File: config.mk
export PLATFORM = sky130hd
export DESIGN_NAME = tx_serializer_flat
export DESIGN_NICKNAME = d
export VERILOG_FILES = /design/src/rtl/tx_serializer_if.sv /design/src/rtl/tx_serializer.sv /design/src/flat_wrapper.sv
export SDC_FILE = /design/constraint.sdc
export NUM_CORES = 1
export LEC_CHECK = 0
export CORE_ASPECT_RATIO = 0.7
export CORE_MARGIN = 2
export CORE_UTILIZATION = 60
export CTS_BUF_LIST = sky130_fd_sc_hd__clkbuf_4 sky130_fd_sc_hd__clkbuf_8
export CTS_CLUSTER_SIZE = 16
export DETAILED_ROUTE_END_ITERATION = 10
export PLACE_DENSITY_LB_ADDON = 0.25
export SLEW_MARGIN = 10
export SYNTH_ARGS = -nofsm -noshare
export SYNTH_HDL_FRONTEND = slang
export SYNTH_SLANG_ARGS = --single-unit
File: constraint.sdc
create_clock -name BitCLK -period 3.5 [get_ports BitCLK]
set_input_delay 0.7 -clock BitCLK [delete_from_list [all_inputs] [get_ports BitCLK]]
set_output_delay 0.7 -clock BitCLK [all_outputs]
set_load 0.02 [all_outputs]
File: src/rtl/tx_serializer_if.sv
// tx_serializer_if: valid/ready symbol handshake between the TX encoder and the serializer.
interface tx_serializer_if #(
   parameter int SYM_W = 10
);
   logic [SYM_W-1:0] TxData;
   logic             TxValid;
   logic             TxReady;
   modport master (output TxData, TxValid, input TxReady);
   modport slave  (input TxData, TxValid, output TxReady);
endinterface

File: src/rtl/tx_serializer.sv
// tx_serializer: LSB-first symbol serializer with CDR training episodes, idle fill and a one-entry hold buffer.
module tx_serializer #(
   parameter int               SYM_W     = 10,
   parameter logic [SYM_W-1:0] IDLE_SYM  = SYM_W'(10'b0011111010),
   parameter logic [SYM_W-1:0] TRAIN_SYM = SYM_W'(10'b0101010101),
   parameter int               TRAIN_LEN = 64
) (
   input  logic          BitCLK,
   input  logic          Reset,
   input  logic          Enable,
   input  logic          TrainReq,
   tx_serializer_if.slave tx,
   output logic          TxSerial,
   output logic          SymStrobe,
   output logic          Training,
   output logic          Underrun,
   output logic [15:0]   SymCount
);
   localparam int BW = (SYM_W > 1) ? $clog2(SYM_W) : 1;
   localparam int TW = $clog2(TRAIN_LEN + 1);
   typedef enum logic [1:0] {OFF, TRAIN, RUN} state_t;
   state_t           state_q, state_d;
   logic [SYM_W-1:0] shreg_q, shreg_d, hold_q, hold_d;
   logic [BW-1:0]    bit_cnt_q, bit_cnt_d;
   logic [TW-1:0]    train_cnt_q, train_cnt_d;
   logic [15:0]      count_q, count_d;
   logic             hold_full_q, hold_full_d, pend_q, pend_d, strobe_q, strobe_d;
   logic             underrun_q, underrun_d, sent_q, sent_d;
   logic             boundary, ready, accept;
   // sent_q remembers data went out even if SymCount has wrapped back to zero
   always_comb begin
      boundary    = (bit_cnt_q == BW'(SYM_W - 1)) && (state_q != OFF);
      ready       = Enable && (state_q == RUN) && (!hold_full_q || (boundary && !pend_q));
      accept      = tx.TxValid && ready;
      state_d     = state_q;
      shreg_d     = shreg_q >> 1;
      bit_cnt_d   = bit_cnt_q + 1'b1;
      hold_d      = accept ? tx.TxData : hold_q;
      hold_full_d = hold_full_q || accept;
      train_cnt_d = train_cnt_q;
      pend_d      = pend_q || (TrainReq && (state_q == RUN));
      strobe_d    = boundary;
      underrun_d  = underrun_q;
      count_d     = count_q;
      sent_d      = sent_q;
      if (!Enable) begin
         state_d     = OFF;
         shreg_d     = '0;
         bit_cnt_d   = '0;
         hold_d      = '0;
         hold_full_d = 1'b0;
         train_cnt_d = '0;
         pend_d      = 1'b0;
         strobe_d    = 1'b0;
         underrun_d  = 1'b0;
         count_d     = '0;
         sent_d      = 1'b0;
      end else if (state_q == OFF) begin
         state_d     = TRAIN;
         shreg_d     = TRAIN_SYM;
         bit_cnt_d   = '0;
         train_cnt_d = '0;
         strobe_d    = 1'b1;
      end else if (boundary) begin
         bit_cnt_d = '0;
         if ((state_q == TRAIN) && (train_cnt_q != TW'(TRAIN_LEN - 1))) begin
            shreg_d     = TRAIN_SYM;
            train_cnt_d = train_cnt_q + 1'b1;
         end else if ((state_q == RUN) && pend_q) begin
            state_d     = TRAIN;
            shreg_d     = TRAIN_SYM;
            train_cnt_d = '0;
            pend_d      = 1'b0;
         end else begin
            // a held word always drains here, so the entry is full afterwards only if refilled now
            state_d     = RUN;
            shreg_d     = hold_full_q ? hold_q : IDLE_SYM;
            hold_full_d = accept;
            count_d     = hold_full_q ? count_q + 16'd1 : count_q;
            sent_d      = sent_q || hold_full_q;
            underrun_d  = underrun_q || (!hold_full_q && ((count_q != 16'd0) || sent_q));
         end
      end
   end
   always_ff @(posedge BitCLK or negedge Reset) begin
      if (!Reset) begin
         state_q     <= OFF;
         shreg_q     <= '0;
         bit_cnt_q   <= '0;
         hold_q      <= '0;
         hold_full_q <= 1'b0;
         train_cnt_q <= '0;
         pend_q      <= 1'b0;
         strobe_q    <= 1'b0;
         underrun_q  <= 1'b0;
         count_q     <= '0;
         sent_q      <= 1'b0;
      end else begin
         state_q     <= state_d;
         shreg_q     <= shreg_d;
         bit_cnt_q   <= bit_cnt_d;
         hold_q      <= hold_d;
         hold_full_q <= hold_full_d;
         train_cnt_q <= train_cnt_d;
         pend_q      <= pend_d;
         strobe_q    <= strobe_d;
         underrun_q  <= underrun_d;
         count_q     <= count_d;
         sent_q      <= sent_d;
      end
   end
   assign tx.TxReady = ready;
   assign TxSerial   = shreg_q[0];
   assign SymStrobe  = strobe_q;
   assign Training   = (state_q == TRAIN);
   assign Underrun   = underrun_q;
   assign SymCount   = count_q;
endmodule

File: src/flat_wrapper.sv
// flat-port wrapper written by rule: the top's interface ports become plain ports
module tx_serializer_flat 
#(
   parameter int               SYM_W     = 10,
   parameter logic [SYM_W-1:0] IDLE_SYM  = SYM_W'(10'b0011111010),
   parameter logic [SYM_W-1:0] TRAIN_SYM = SYM_W'(10'b0101010101),
   parameter int               TRAIN_LEN = 64
)
  (BitCLK, Reset, Enable, TrainReq, TxSerial, SymStrobe, Training, Underrun, SymCount, tx_TxData, tx_TxValid, tx_TxReady);
  tx_serializer_if #(.SYM_W(SYM_W)) tx_i ();
  input  logic BitCLK;
  input  logic Reset;
  input  logic Enable;
  input  logic TrainReq;
  output logic TxSerial;
  output logic SymStrobe;
  output logic Training;
  output logic Underrun;
  output logic [15:0] SymCount;
  input wire logic [$bits(tx_i.TxData)-1:0] tx_TxData;
  input wire logic [$bits(tx_i.TxValid)-1:0] tx_TxValid;
  output wire logic [$bits(tx_i.TxReady)-1:0] tx_TxReady;
  assign tx_i.TxData = tx_TxData;
  assign tx_i.TxValid = tx_TxValid;
  assign tx_TxReady = tx_i.TxReady;
  tx_serializer #(.SYM_W(SYM_W), .IDLE_SYM(IDLE_SYM), .TRAIN_SYM(TRAIN_SYM), .TRAIN_LEN(TRAIN_LEN)) u_core (.BitCLK(BitCLK), .Reset(Reset), .Enable(Enable), .TrainReq(TrainReq), .tx(tx_i), .TxSerial(TxSerial), .SymStrobe(SymStrobe), .Training(Training), .Underrun(Underrun), .SymCount(SymCount));
endmodule
==> impl_metrics.ini <==
[logic_synthesis]
seq_area_frac_synth_pct = 50.9
synth_cell_type_count = 46
synth_commonest_cells = dfrtp_1 (54), o21ai_0 (32), nand2_1 (25)
yosysMostFrequentCell = dfrtp_1
synth_edf_count = 0
ys.flop_type = dfrtp_1
syn_area_per_cell_sq_um = 9.45
ys_top_cells_by_area = dfrtp_1 (51%), o21ai_0 (6.0%), a21oi_1 (4.1%)
syn_nets = 301
synth_top_area_share_pct = 50.9
synth_seq_cells = 54
yosys.area.top_type = dfrtp_1
synth_warnings = 0
ys_async_sr_fraction_pct = 100
synth_area_sq_um = 2660
syn_inst = 281

[clock_tree]
clockRootBuffer = clkbuf_8
clock_path_buffers = 2
cts_sinks = 54
cts.htree.levels = 2
clkSlewWorstSetupHoldPaths_ns = 0.10
cts_post_setup_buffers_inserted = 0
cts_resized = 0
clkLatencyLatePin_ns = 0.31
cts_tree = yes
ctsHoldBuffers = 0
cts_inserted_buffers = 5

[global_routing]
grtUsageMet2_pct = 41.5
antenna_found_initial = 0
use_met1_pct = 33.2
grtUsageMet3_pct = 4.70
grt_max_degree = 38
grt_busiest_layer = met2
grt_overflow = 0
grtUsageTotal_pct = 24.4
grt_pass1_vias = 2022
grt_pass1_wl_um = 9490

[route]
wire_per_inst_um = 15.2
vias = 2184
wl_um = 5610
drtIter0Drc = 138
viasPerCell = 5.92
drc = 0
dr.pass1.iters = 4
ant_nets = 0

[run]
drv_cap = 0

[worst_hold_path]
min_path_type = primary input to async pin

[power]
power_leakage_nw = 1.29
p_per_area_nw_per_um2 = 339
max-vdd-ir-drop_uv = 269
finalPower_mw = 1.06

[floorplanning]
die_w_um = 83.5
fp.dieH_um = 59.7
die_area_sq_um = 4980
start_util_pct = 61.7
rows = 20
ioPinCount = 36
core-area_sq_um = 4300

[place]
hpwlAfterDp_um = 3800
io_buffer_count = 35
gp_congestion = 0.783

[worst_setup_path]
regToRegSetupSlack_ns = 1.18
startpoint = u_core.bit_cnt_q[1]
arrival_ns = 2.28
r2r_cells = 6
crit_required_ns = 2.80
cp_cell_sequence = inv_1, ha_1, nand3b_1, o21ai_0, and3_1, clkdlybuf4s50_1
r2r_start = u_core.train_cnt_q[0]
slowest_stage = clkdlybuf4s50_1
start_kind = flip-flop
path_class = flip-flop to primary output
r2r-end = u_core.SymCount[11]
end_kind = primary output
critical_path.max_stage_delay_ns = 0.59
crit_path_end = tx_TxReady
cp_max_fo = 8

[finish]
areaGrowthSynthToFinish_pct = 17.4
nNetsFinal = 333
drive_gt1_share_pct = 7.32
n_antenna_cell = 0
fillers = 346

[sta]
maxSlewHeadroom_pct = 45.1
post-route-period-util_pct = 85.2
skew_ns = 0.00924
fin_crit_ns = 2.98
rsz0062_at_grt = false
finalHoldViolations = 0
slew_viol_final = 0
worstMarginPinSlew_ns = 0.823
fmax_ghz = 0.335
fin_tns_setup_ns = 0
setup_viol = 0

[outcome]
outcome = finished, final reports clean
## report_power, final
| group | switching [mW] | total, mW | internal (mW) |
|---|---|---|---|
| sequential | 0.00690 | 0.639 | 0.632 |
| combinational | 0.0447 | 0.0739 | 0.0292 |
| clock | 0.204 | 0.346 | 0.141 |
## cell families (layout without fill, tap and decap cells)
group | after synthesis | in the layout | share of synthesized area, %
adders and majority gates | 5 | 5 | 2.36
buffers and inverters | 33 | 66 | 5.42
muxes | 2 | 2 | 0.754
DFF | 54 | 54 | 50.9
xor gates and xnor gates | 5 | 5 | 1.65
and+or+nand+nor | 100 | 100 | 20.3
AOI/OAI and AO/OA | 82 | 82 | 18.7
## placed cells by master, fill, tap and decap left out, types with 4 or more instances in the layout
master and instances:
nand4_1 4, dfrtp_1 54, o31ai_1 7, nand3b_1 4, o21a_1 4, nand3_1 18, clkbuf_8 5, clkdlybuf4s50_1 34
or3_1 5, nor2_1 17, buf_4 5, a21oi_1 22, nand2_1 25, o21ai_0 32, nor4_1 4, or4_1 5
inv_1 18, ha_1 5
## stage by stage
step	setup slack [ns]	instance area (sq um)	cells	util [%]	hold slack, ns
2_1_floorplan	1.40	2660	281	-	0.404
3_3_place_gp	0.720	3030	361	70.4	0.462
3_5_place_dp	0.722	3030	361	70.4	0.471
4_1_cts	0.510	3120	369	72.5	0.494
5_1_grt	0.296	3120	369	72.5	0.526
6_report	0.517	3120	369	72.5	0.474
## cell type report
type	instances	area (sq um)	area share (%)
clock buffers	5	68.8	2.21
clock inverters	3	18.8	0.602
repair buffers	40	383	12.3
flip-flops and latches	54	1350	43.3
well taps	55	68.8	2.21
multi-input cells	194	1160	37.2
inverters	18	67.6	2.17
## routing by layer
metal	wire length, um	up-vias	part of all wire (%)
li1	-	1073	-
met4	44	0	0.78
met5	0	-	0
met1	2630	1068	47
met3	205	5	3.7
met2	2730	38	49
## critical path, delay by kind of cell, from the launching register on
kind,cells,cell delay (ns)
DFF,1,0.41
AOI/OAI and AO/OA,1,0.28
adders and majority gates,1,0.18
and+or+nand+nor,2,0.44
buffers and inverters,2,0.65
## registers in the layout, indices dropped and copies added, names as in the netlist
register and cells:
u_core.hold_full_q 1, u_core.SymCount 16, u_core.pend_q 1, u_core.train_cnt_q 7, u_core.hold_q 10, u_core.SymStrobe 1, u_core.sent_q 1, u_core.Underrun 1
u_core.shreg_q 10, u_core.bit_cnt_q 4, u_core.state_q 2
## how the worst min path moves through the flow
stage	slack (ns)	start	endpoint	cells past startpoint
after global placement	0.46	u_core.train_cnt_q[6]	u_core.train_cnt_q[6]	1
after detailed placement	0.47	u_core.train_cnt_q[6]	u_core.train_cnt_q[6]	1
after global routing	0.53	Reset	u_core.train_cnt_q[2]	1
after floorplan	0.40	Reset	u_core.SymCount[0]	0
final	0.47	Reset	u_core.train_cnt_q[2]	1
after CTS	0.49	u_core.train_cnt_q[6]	u_core.train_cnt_q[6]	1
Note: power is estimated with default switching activity, not from simulation.
